## src/rtl/disaster_pkg.sv

```systemverilog
// disaster_pkg: shared hazard indices, alarm FSM states and display-rotation helpers
// Ports: none (package).
package disaster_pkg;
    localparam int NUM_HAZARDS = 4;
    localparam logic [1:0] HZ_FLOOD   = 2'd0;
    localparam logic [1:0] HZ_CYCLONE = 2'd1;
    localparam logic [1:0] HZ_QUAKE   = 2'd2;
    localparam logic [1:0] HZ_TSUNAMI = 2'd3;

    typedef enum logic [1:0] {SAFE, ALERT, ACKED} alarm_state_t;

    // Highest-priority latched hazard: tsunami > quake > cyclone > flood.
    function automatic logic [1:0] top_idx(input logic [3:0] m);
        top_idx = m[3] ? HZ_TSUNAMI : m[2] ? HZ_QUAKE : m[1] ? HZ_CYCLONE : HZ_FLOOD;
    endfunction

    // Next latched index strictly above cur with wrap; falls back to cur when it is the only one.
    function automatic logic [1:0] next_idx(input logic [3:0] m, input logic [1:0] cur);
        next_idx = cur;
        for (int k = 3; k >= 1; k--)
            if (m[cur + 2'(k)]) next_idx = cur + 2'(k);
    endfunction
endpackage

```

## src/rtl/hazard_persist.sv

```systemverilog
// hazard_persist: per-hazard persistence counter and alarm latch
// Ports: clk, rst (sync, active-high); flag, sample_valid from the detector;
//        clr_req = operator ack; latched = registered latch; latched_nxt = its next-state value.
module hazard_persist #(
    parameter int PERSIST = 4
) (
    input  logic clk,
    input  logic rst,
    input  logic flag,
    input  logic sample_valid,
    input  logic clr_req,
    output logic latched,
    output logic latched_nxt
);
    localparam int CW = $clog2(PERSIST + 1);
    logic [CW-1:0] cnt_q, cnt_d;
    logic latched_q, latched_d;
    always_comb begin
        cnt_d = cnt_q;
        if (sample_valid) cnt_d = !flag ? '0 : (cnt_q == CW'(PERSIST)) ? cnt_q : cnt_q + CW'(1);
        // Set wins over clear; clear only once the condition has gone (counter back at 0).
        latched_d = (cnt_d == CW'(PERSIST)) ? 1'b1 : (clr_req && cnt_q == '0) ? 1'b0 : latched_q;
    end
    always_ff @(posedge clk) begin
        if (rst) begin
            cnt_q     <= '0;
            latched_q <= 1'b0;
        end else begin
            cnt_q     <= cnt_d;
            latched_q <= latched_d;
        end
    end
    assign latched     = latched_q;
    assign latched_nxt = latched_d;
endmodule

```

## src/rtl/disaster_alarm_controller.sv

```systemverilog
// disaster_alarm_controller: hazard persistence, alarm latching, SAFE/ALERT/ACKED FSM and display rotation
// Ports: clk, rst (sync, active-high); sample_valid, hazard_in[3:0] {tsunami,quake,cyclone,flood}; ack;
//        alarm_latched[3:0], disp_sel[1:0], disp_valid, buzzer, safe_led, danger_led;
//        escalate (only when DISASTER_ESCALATE_EN is defined, along with parameter ESC_CYCLES).
module disaster_alarm_controller
    import disaster_pkg::*;
#(
    parameter int PERSIST     = 4,
    parameter int HOLD_CYCLES = 8
`ifdef DISASTER_ESCALATE_EN
    ,
    parameter int ESC_CYCLES  = 64
`endif
) (
    input  logic       clk,
    input  logic       rst,
    input  logic       sample_valid,
    input  logic [3:0] hazard_in,
    input  logic       ack,
    output logic [3:0] alarm_latched,
    output logic [1:0] disp_sel,
    output logic       disp_valid,
    output logic       buzzer,
    output logic       safe_led,
    output logic       danger_led
`ifdef DISASTER_ESCALATE_EN
    ,
    output logic       escalate
`endif
);
    localparam int DW = $clog2(HOLD_CYCLES + 1);
    logic [3:0] lat_q, lat_d;
    alarm_state_t state_q, state_d;
    logic [1:0] disp_sel_q, disp_sel_d;
    logic [DW-1:0] dwell_q, dwell_d;
    logic disp_valid_q, buzzer_q, safe_q, danger_q;
    logic any_d, new_set;

    for (genvar i = 0; i < NUM_HAZARDS; i++) begin : g_hz
        hazard_persist #(.PERSIST(PERSIST)) u_persist (
            .clk         (clk),
            .rst         (rst),
            .flag        (hazard_in[i]),
            .sample_valid(sample_valid),
            .clr_req     (ack),
            .latched     (lat_q[i]),
            .latched_nxt (lat_d[i])
        );
    end

    assign any_d   = lat_d != '0;
    assign new_set = |(lat_d & ~lat_q);

    // FSM decides on next-state latches so the LEDs/buzzer move on the same edge as the latch.
    always_comb begin
        state_d = state_q;
        case (state_q)
            SAFE:    state_d = any_d ? ALERT : SAFE;
            ALERT:   state_d = !any_d ? SAFE : (ack && !new_set) ? ACKED : ALERT;
            ACKED:   state_d = !any_d ? SAFE : new_set ? ALERT : ACKED;
            default: state_d = SAFE;
        endcase
    end

    // Display follows next-state latches so disp_sel never points at a cleared hazard while disp_valid.
    always_comb begin
        disp_sel_d = disp_sel_q;
        dwell_d    = '0;
        if (lat_q == '0 && any_d) disp_sel_d = top_idx(lat_d);
        else if (any_d && !lat_d[disp_sel_q]) disp_sel_d = next_idx(lat_d, disp_sel_q);
        else if (any_d && dwell_q == DW'(HOLD_CYCLES - 1)) disp_sel_d = next_idx(lat_d, disp_sel_q);
        else if (any_d) dwell_d = dwell_q + DW'(1);
    end

    always_ff @(posedge clk) begin
        if (rst) begin
            state_q      <= SAFE;
            disp_sel_q   <= '0;
            dwell_q      <= '0;
            disp_valid_q <= 1'b0;
            buzzer_q     <= 1'b0;
            safe_q       <= 1'b1;
            danger_q     <= 1'b0;
        end else begin
            state_q      <= state_d;
            disp_sel_q   <= disp_sel_d;
            dwell_q      <= dwell_d;
            disp_valid_q <= any_d;
            buzzer_q     <= state_d == ALERT;
            safe_q       <= state_d == SAFE;
            danger_q     <= state_d != SAFE;
        end
    end

`ifdef DISASTER_ESCALATE_EN
    localparam int EW = $clog2(ESC_CYCLES + 1);
    logic [EW-1:0] esc_q, esc_d;
    logic escalate_q, escalate_d;
    always_comb begin
        esc_d      = (state_q == ALERT && state_d == ALERT) ?
                     ((esc_q == EW'(ESC_CYCLES)) ? esc_q : esc_q + EW'(1)) : '0;
        escalate_d = state_d == ALERT && esc_d == EW'(ESC_CYCLES);
    end
    always_ff @(posedge clk) begin
        if (rst) begin
            esc_q      <= '0;
            escalate_q <= 1'b0;
        end else begin
            esc_q      <= esc_d;
            escalate_q <= escalate_d;
        end
    end
    assign escalate = escalate_q;
`endif

    assign alarm_latched = lat_q;
    assign disp_sel      = disp_sel_q;
    assign disp_valid    = disp_valid_q;
    assign buzzer        = buzzer_q;
    assign safe_led      = safe_q;
    assign danger_led    = danger_q;
endmodule

```

## config.mk

```make
export PLATFORM = sky130hd
export DESIGN_NAME = disaster_alarm_controller
export DESIGN_NICKNAME = d
export VERILOG_FILES = /design/src/rtl/disaster_pkg.sv /design/src/rtl/hazard_persist.sv /design/src/rtl/disaster_alarm_controller.sv
export SDC_FILE = /design/constraint.sdc
export NUM_CORES = 1
export LEC_CHECK = 0
export BUFFER_PORTS_ARGS = -buffer_cell sky130_fd_sc_hd__buf_2
export CAP_MARGIN = 20
export CORE_UTILIZATION = 41
export DETAILED_ROUTE_END_ITERATION = 16
export GPL_ROUTABILITY_DRIVEN = 0
export PLACE_DENSITY = 0.61
export SLEW_MARGIN = 20
export SYNTH_ARGS = -nofsm -noshare
export SYNTH_HDL_FRONTEND = slang
export SYNTH_HIERARCHICAL = 1
export SYNTH_SLANG_ARGS = --single-unit
export TNS_END_PERCENT = 20
```

## constraint.sdc

```tcl
create_clock -name clk -period 4 [get_ports clk]
set_input_delay 0.8 -clock clk [delete_from_list [all_inputs] [get_ports clk]]
set_output_delay 0.8 -clock clk [all_outputs]
set_load 0.01 [all_outputs]
```

== After elaboration in Yosys (flattened, before gate mapping) ==
Cells that the tools add are included.
W data, S select, Z words.

* Bits in registers: 28
* Input port bits: 8
* Word-level logic and storage cells: 107

* Add/sub/neg operators: 8
* Muxes and demuxes: 43
* Reduce and logical (&&, ||, !) cells: 22
* Equal/unequal tests: 12
* $lt $le $gt $ge: 4
* Bitwise gates (word level): 3

{| class="wikitable"
|+ Operators with widths
! operator !! count
|-
| $mux W3 || 12
|-
| $eq A3 B3 Y1 const B || 8
|-
| $mux W2 || 12
|-
| $mux W1 || 14
|-
| $add A3 B1 Y3 const B || 4
|-
| $logic_not A3 Y1 || 4
|-
| $lt A2 B3 Y1 const B || 4
|-
| $bmux W1 S2 || 4
|-
| $logic_and A1 B1 Y1 || 8
|-
| $pmux W2 S3 || 1
|-
| $reduce_or A5 Y1 || 1
|-
| $add A2 B2 Y2 const B || 2
|-
| $add A4 B1 Y4 const B || 1
|-
| $and A4 B4 Y4 || 1
|-
| $eq A2 B1 Y1 const B || 2
|-
| $eq A4 B3 Y1 const B || 1
|-
| $logic_not A2 Y1 || 2
|-
| $logic_not A4 Y1 || 1
|-
| $not A4 Y4 || 1
|-
| $reduce_bool A4 Y1 || 1
|-
| $reduce_or A4 Y1 || 1
|-
| $reduce_bool A3 Y1 || 1
|-
| $add A2 B1 Y2 const B || 1
|-
| $eq A2 B2 Y1 const B || 1
|-
| 3 further kinds || 4
|}

== Depth between registers and ports, before layout ==
* Depth after elaboration: 14
* Mapped depth: 12

== Modules after synthesis ==
The synthesis kept the hierarchy.

{| class="wikitable"
|+ By module, submodules not included
! module !! cells an instance !! area an instance (µm²) !! seq. area each (µm²) !! instances
|-
| disaster_alarm_controller || 81 || 743.2 || 240.2 || 1
|-
| hazard_persist (g_hz[1].u_persist ...) || 26 || 221.5 || 80.1 || 3
|-
| hazard_persist (g_hz[0].u_persist) || 27 || 231.5 || 80.1 || 1
|}

== Least setup slack after synthesis ==
Ideal clock, no wire load.

* Kind: input port to flip-flop
* Start: in sample_valid
* End: reg disp_sel_q[1] (netlist: disp_sel[1])
* Required time: 3909 ps
* Setup slack: 1466 ps
* Library setup time: 91 ps
* Data arrival time: 2443 ps
* Stages: 8
* Cells stage by stage: nand2_1 > a211oi_1 > o41ai_2 > mux4_2 > a31oi_4 > o31a_1 > nor2_1 > a311oi_1

* Longest elaborated chain between the ends: 11

{| class="wikitable"
|+ RTL lines
! what !! line !! RTL
|-
| start: declaration || disaster_alarm_controller.sv:17 || <nowiki>input logic sample_valid,</nowiki>
|-
| $mux W3 (*) || hazard_persist.sv:20 || <nowiki>if (sample_valid) cnt_d = !flag ? '0 : (cnt_q == CW'(PERSIST)) ? cnt_q : cnt_q + CW'(1);</nowiki>
|-
| $eq A3 B3 Y1 (*) || hazard_persist.sv:22 || <nowiki>latched_d = (cnt_d == CW'(PERSIST)) ? 1'b1 : (clr_req && cnt_q == '0) ? 1'b0 : latched_q;</nowiki>
|-
| $mux W1 (*) || hazard_persist.sv:22 ||
|-
| net lat_d[0] || disaster_alarm_controller.sv:32 || <nowiki>logic [3:0] lat_q, lat_d;</nowiki>
|-
| $bmux W1 S2 || disaster_pkg.sv:21 || <nowiki>if (m[cur + 2'(k)]) next_idx = cur + 2'(k);</nowiki>
|-
| $mux W1 (not written as such) || disaster_pkg.sv:21 ||
|-
| $mux W2 || - ||
|-
| $mux W2 (2 in a row) || disaster_pkg.sv:21 ||
|-
| $mux W2 || disaster_alarm_controller.sv:71 || <nowiki>else if (any_d && dwell_q == DW'(HOLD_CYCLES - 1)) disp_sel_d = next_idx(lat_d, disp_sel_q);</nowiki>
|-
| $mux W2 || disaster_alarm_controller.sv:70 || <nowiki>else if (any_d && !lat_d[disp_sel_q]) disp_sel_d = next_idx(lat_d, disp_sel_q);</nowiki>
|-
| $mux W2 || disaster_alarm_controller.sv:69 || <nowiki>if (lat_q == '0 && any_d) disp_sel_d = top_idx(lat_d);</nowiki>
|-
| end signal: assignment || disaster_alarm_controller.sv:86 || <nowiki>disp_sel_q <= disp_sel_d;</nowiki>
|-
| end: declaration || disaster_alarm_controller.sv:34 || <nowiki>logic [1:0] disp_sel_q, disp_sel_d;</nowiki>
|}

The timed path passes the listed nets; every way through them passes the cells marked *. The select of a mux whose other input is x is not followed.
A chain may end at the register's enable or synchronous reset.

== Worst setup path after layout ==
* Start: in sample_valid
* End: reg disp_sel_q[0] (netlist: disp_sel[0])

Same word-level chain as after synthesis.

==> impl_metrics.py <==
metrics = {
    "timing": {
        "max_freq_mhz": 334,
        "finalSetupViolCount": 0,
        "finalCritPeriodShare": 0.749,
        "rsz0062_at_grt": "false",
        "setup_ws_ns": 1.00,
        "tightest_slew_ns": 0.843,
        "hold_violations": 0,
        "drv_slew": 0,
        "slew_headroom": 0.432,
        "period_needed_ns": 3.00,
        "clock_skew_ns": 0.00350,
        "fin_tns_setup_ns": 0,
        "worst_hold_slack_ns": 0.461,
    },
    "layout": {
        "postLayoutCellArea_mm2": 0.00181,
        "fin_nets": 220,
        "fin_util": 0.483,
        "drive_gt1_frac": 0.173,
        "area_growth_pct": 10.4,
        "diodes": 0,
        "final_cells": 250,
    },
    "route": {
        "viasPerCell": 5.58,
        "firstDrtPassIters": 4,
        "vias": 1395,
        "wl_per_cell_um": 13.2,
        "drc": 0,
        "antenna_left": 0,
        "drt_iter0_markers": 75,
        "wl_um": 3310,
    },
    "synth": {
        "syn_inst": 186,
        "yosys.area_share.simple": 0.282,
        "ys_ff_latch": 28,
        "syn_avg_cell_area_um2": 8.81,
        "yosys_warnings": 6,
        "synthAdderAreaFrac": 0.0687,
        "yosysTopAreaCell": "dfxtp_1",
        "ys_top_cells_by_count": "dfxtp_1, nand2_1, a21oi_1, inv_1, nor2_1",
        "yosys.area_share.xor_xnor": 0.0107,
        "yosysSeqAreaShare": 0.342,
        "synth.area.mux_share": 0.0389,
        "synth_most_common_cell": "dfxtp_1",
        "synth-edff-count": 0,
        "async_flop_share": 0,
        "synthesis.nets": 203,
        "synth_top_family_by_area": "simple AND/OR/NAND/NOR gates",
        "netlist_area_mm2": 0.00164,
        "synth_area_leaders": "dfxtp_1, ha_1, a21oi_1",
        "synth_cell_types": 43,
        "ys.flop_type": "dfxtp_1",
        "synth_compound_area_frac": 0.195,
        "yosysTopAreaCellShare": 0.342,
    },
    "clocking": {
        "holdBufCountCts": 0,
        "cts_setup_buffers": 0,
        "htree_num_levels": 1,
        "cts_tree": "done",
        "cts_root_buf": "clkbuf_8",
        "cts_resized": 0,
        "cts-buffers-inserted": 3,
        "clkTransAtPathRegs_ns": 0.09,
        "cts.sinks": 28,
        "clock_latency_ns": 0.27,
        "cts_buffer_depth": 2,
    },
    "place": {
        "dp.cells": 246,
        "dp_slack_ns": 0.732,
        "dpl-instance-area_mm2": 0.00174,
        "hpwl_um": 2480,
        "io_buffers": 17,
    },
    "critical_path": {
        "worstPathCellList": "buf_2 -> nand2_1 -> mux2i_1 -> o41ai_2 -> nor2b_1 -> a221o_1 -> a211o_1 -> a21oi_1 -> a311oi_1",
        "crit_fanout": 28,
        "endpoint_kind": "flop",
        "cp_slowest_stage_delay_ns": 0.77,
        "cp.arrival_ns": 3.18,
        "worst_ep_required_time_ns": 4.18,
        "crit_path_top_delay_cell": "o41ai_2",
        "r2r_cells": 11,
        "reg2reg_from": "g_hz[3].u_persist/cnt_q[0]",
        "crit_start": "sample_valid",
        "worst_setup_path_start_kind": "primary input",
        "path_class": "in2reg",
    },
    "floorplan": {
        "rows": 22,
        "die_h_um": 65.2,
        "die_w_um": 65.2,
        "num_io_pins": 18,
        "start_util": 0.438,
        "core_area_mm2": 0.00374,
        "die_area_mm2": 0.00425,
    },
    "global_route": {
        "grt.total_usage": 0.172,
        "grt_pass1_vias": 1360,
        "antenna_found_initial": 0,
        "grt_max_degree": 29,
        "grt_pass1_wl_um": 5690,
        "grt_overflow": 0,
    },
    "job": {
        "maxCapViolations": 0,
    },
    "hold_path": {
        "min_from": "dwell_q[0]",
        "holdPathStages": 1,
        "hp-class": "reg2reg",
    },
    "power_and_ir_drop": {
        "p_per_area_mw_per_mm2": 301,
        "p_total_mw": 0.544,
        "p_leak_nw": 0.733,
        "ir_drop_v": 0.000177,
    },
    "outcome": {
        "status": "completed",
    },
}
-- cells in the final DEF, fill, tap and decap left out, drive strengths merged, types with 2 or more instances in the layout --
master	Yosys	routed
o211a	2	2
o22ai	2	2
inv	15	15
dfxtp	28	28
nor2b	6	6
o21a	3	3
nand2b	2	2
nand4	7	7
ha	9	9
nor4	5	5
mux2i	3	3
clkbuf	0	3
a21o	4	4
buf	5	17
nand2	17	17
a311oi	2	2
nor3	5	5
nor2	15	15
a211o	3	3
and4b	3	3
o21ai	2	2
nand3b	7	7
nand3	10	10
a21oi	15	15
-- state kept, by name (all words and copies together) (netlist names) --
register	flops
disp_sel	2
disp_valid	1
g_hz.u_persist/latched	4
state_q	2
buzzer	1
safe_led	1
dwell_q	4
g_hz.u_persist/cnt_q	12
danger_led	1
-- layout make-up --
class                      count  area, um2
fill                         390       1930
inverter                      15       56.3
timing repair buffer          17       85.1
multi-input combinational    138        976
clock buffer                   3       41.3
sequential                    28        561
tap                           48       60.1
clock inverter                 1       30.0
-- layer usage --
layer  vias to the layer above  share of wire  global-route usage
li1                        715              -                   -
met5                         -              0                   0
met4                         0          0.012              0.0761
met3                         4          0.034              0.0243
met1                       651           0.46               0.198
met2                        25           0.49               0.311
-- power breakdown --
group / total [mW] / switching, mW / internal (mW)
combinational: 0.0411 / 0.0253 / 0.0158
sequential: 0.285 / 0.00229 / 0.282
clock: 0.219 / 0.0848 / 0.134
-- path summary, 6_finish.rpt --
path | end | slack, ns
min reg2reg | dwell_q[0] | 0.46
max | disp_sel[0] | 1.00
min | dwell_q[0] | 0.46
max reg2reg | disp_sel[1] | 1.27
-- cells by family (layout without fill, tap and decap cells) --
kind of cell,after synthesis,count (layout)
and+or+nand+nor,80,80
AOI/OAI and AO/OA,42,42
DFF,28,28
buffers and inverters,20,36
adders and majority gates,9,9
muxes,5,5
xor gates and xnor gates,2,2
-- worst max-delay path: cells and delay by family --
| family | cells | cell delay [ns] |
|---|---|---|
| muxes | 1 | 0.17 |
| AOI/OAI and AO/OA | 5 | 1.43 |
| and+or+nand+nor | 2 | 0.43 |
| buffers and inverters | 1 | 0.36 |
(Power assumes the default switching activity.)
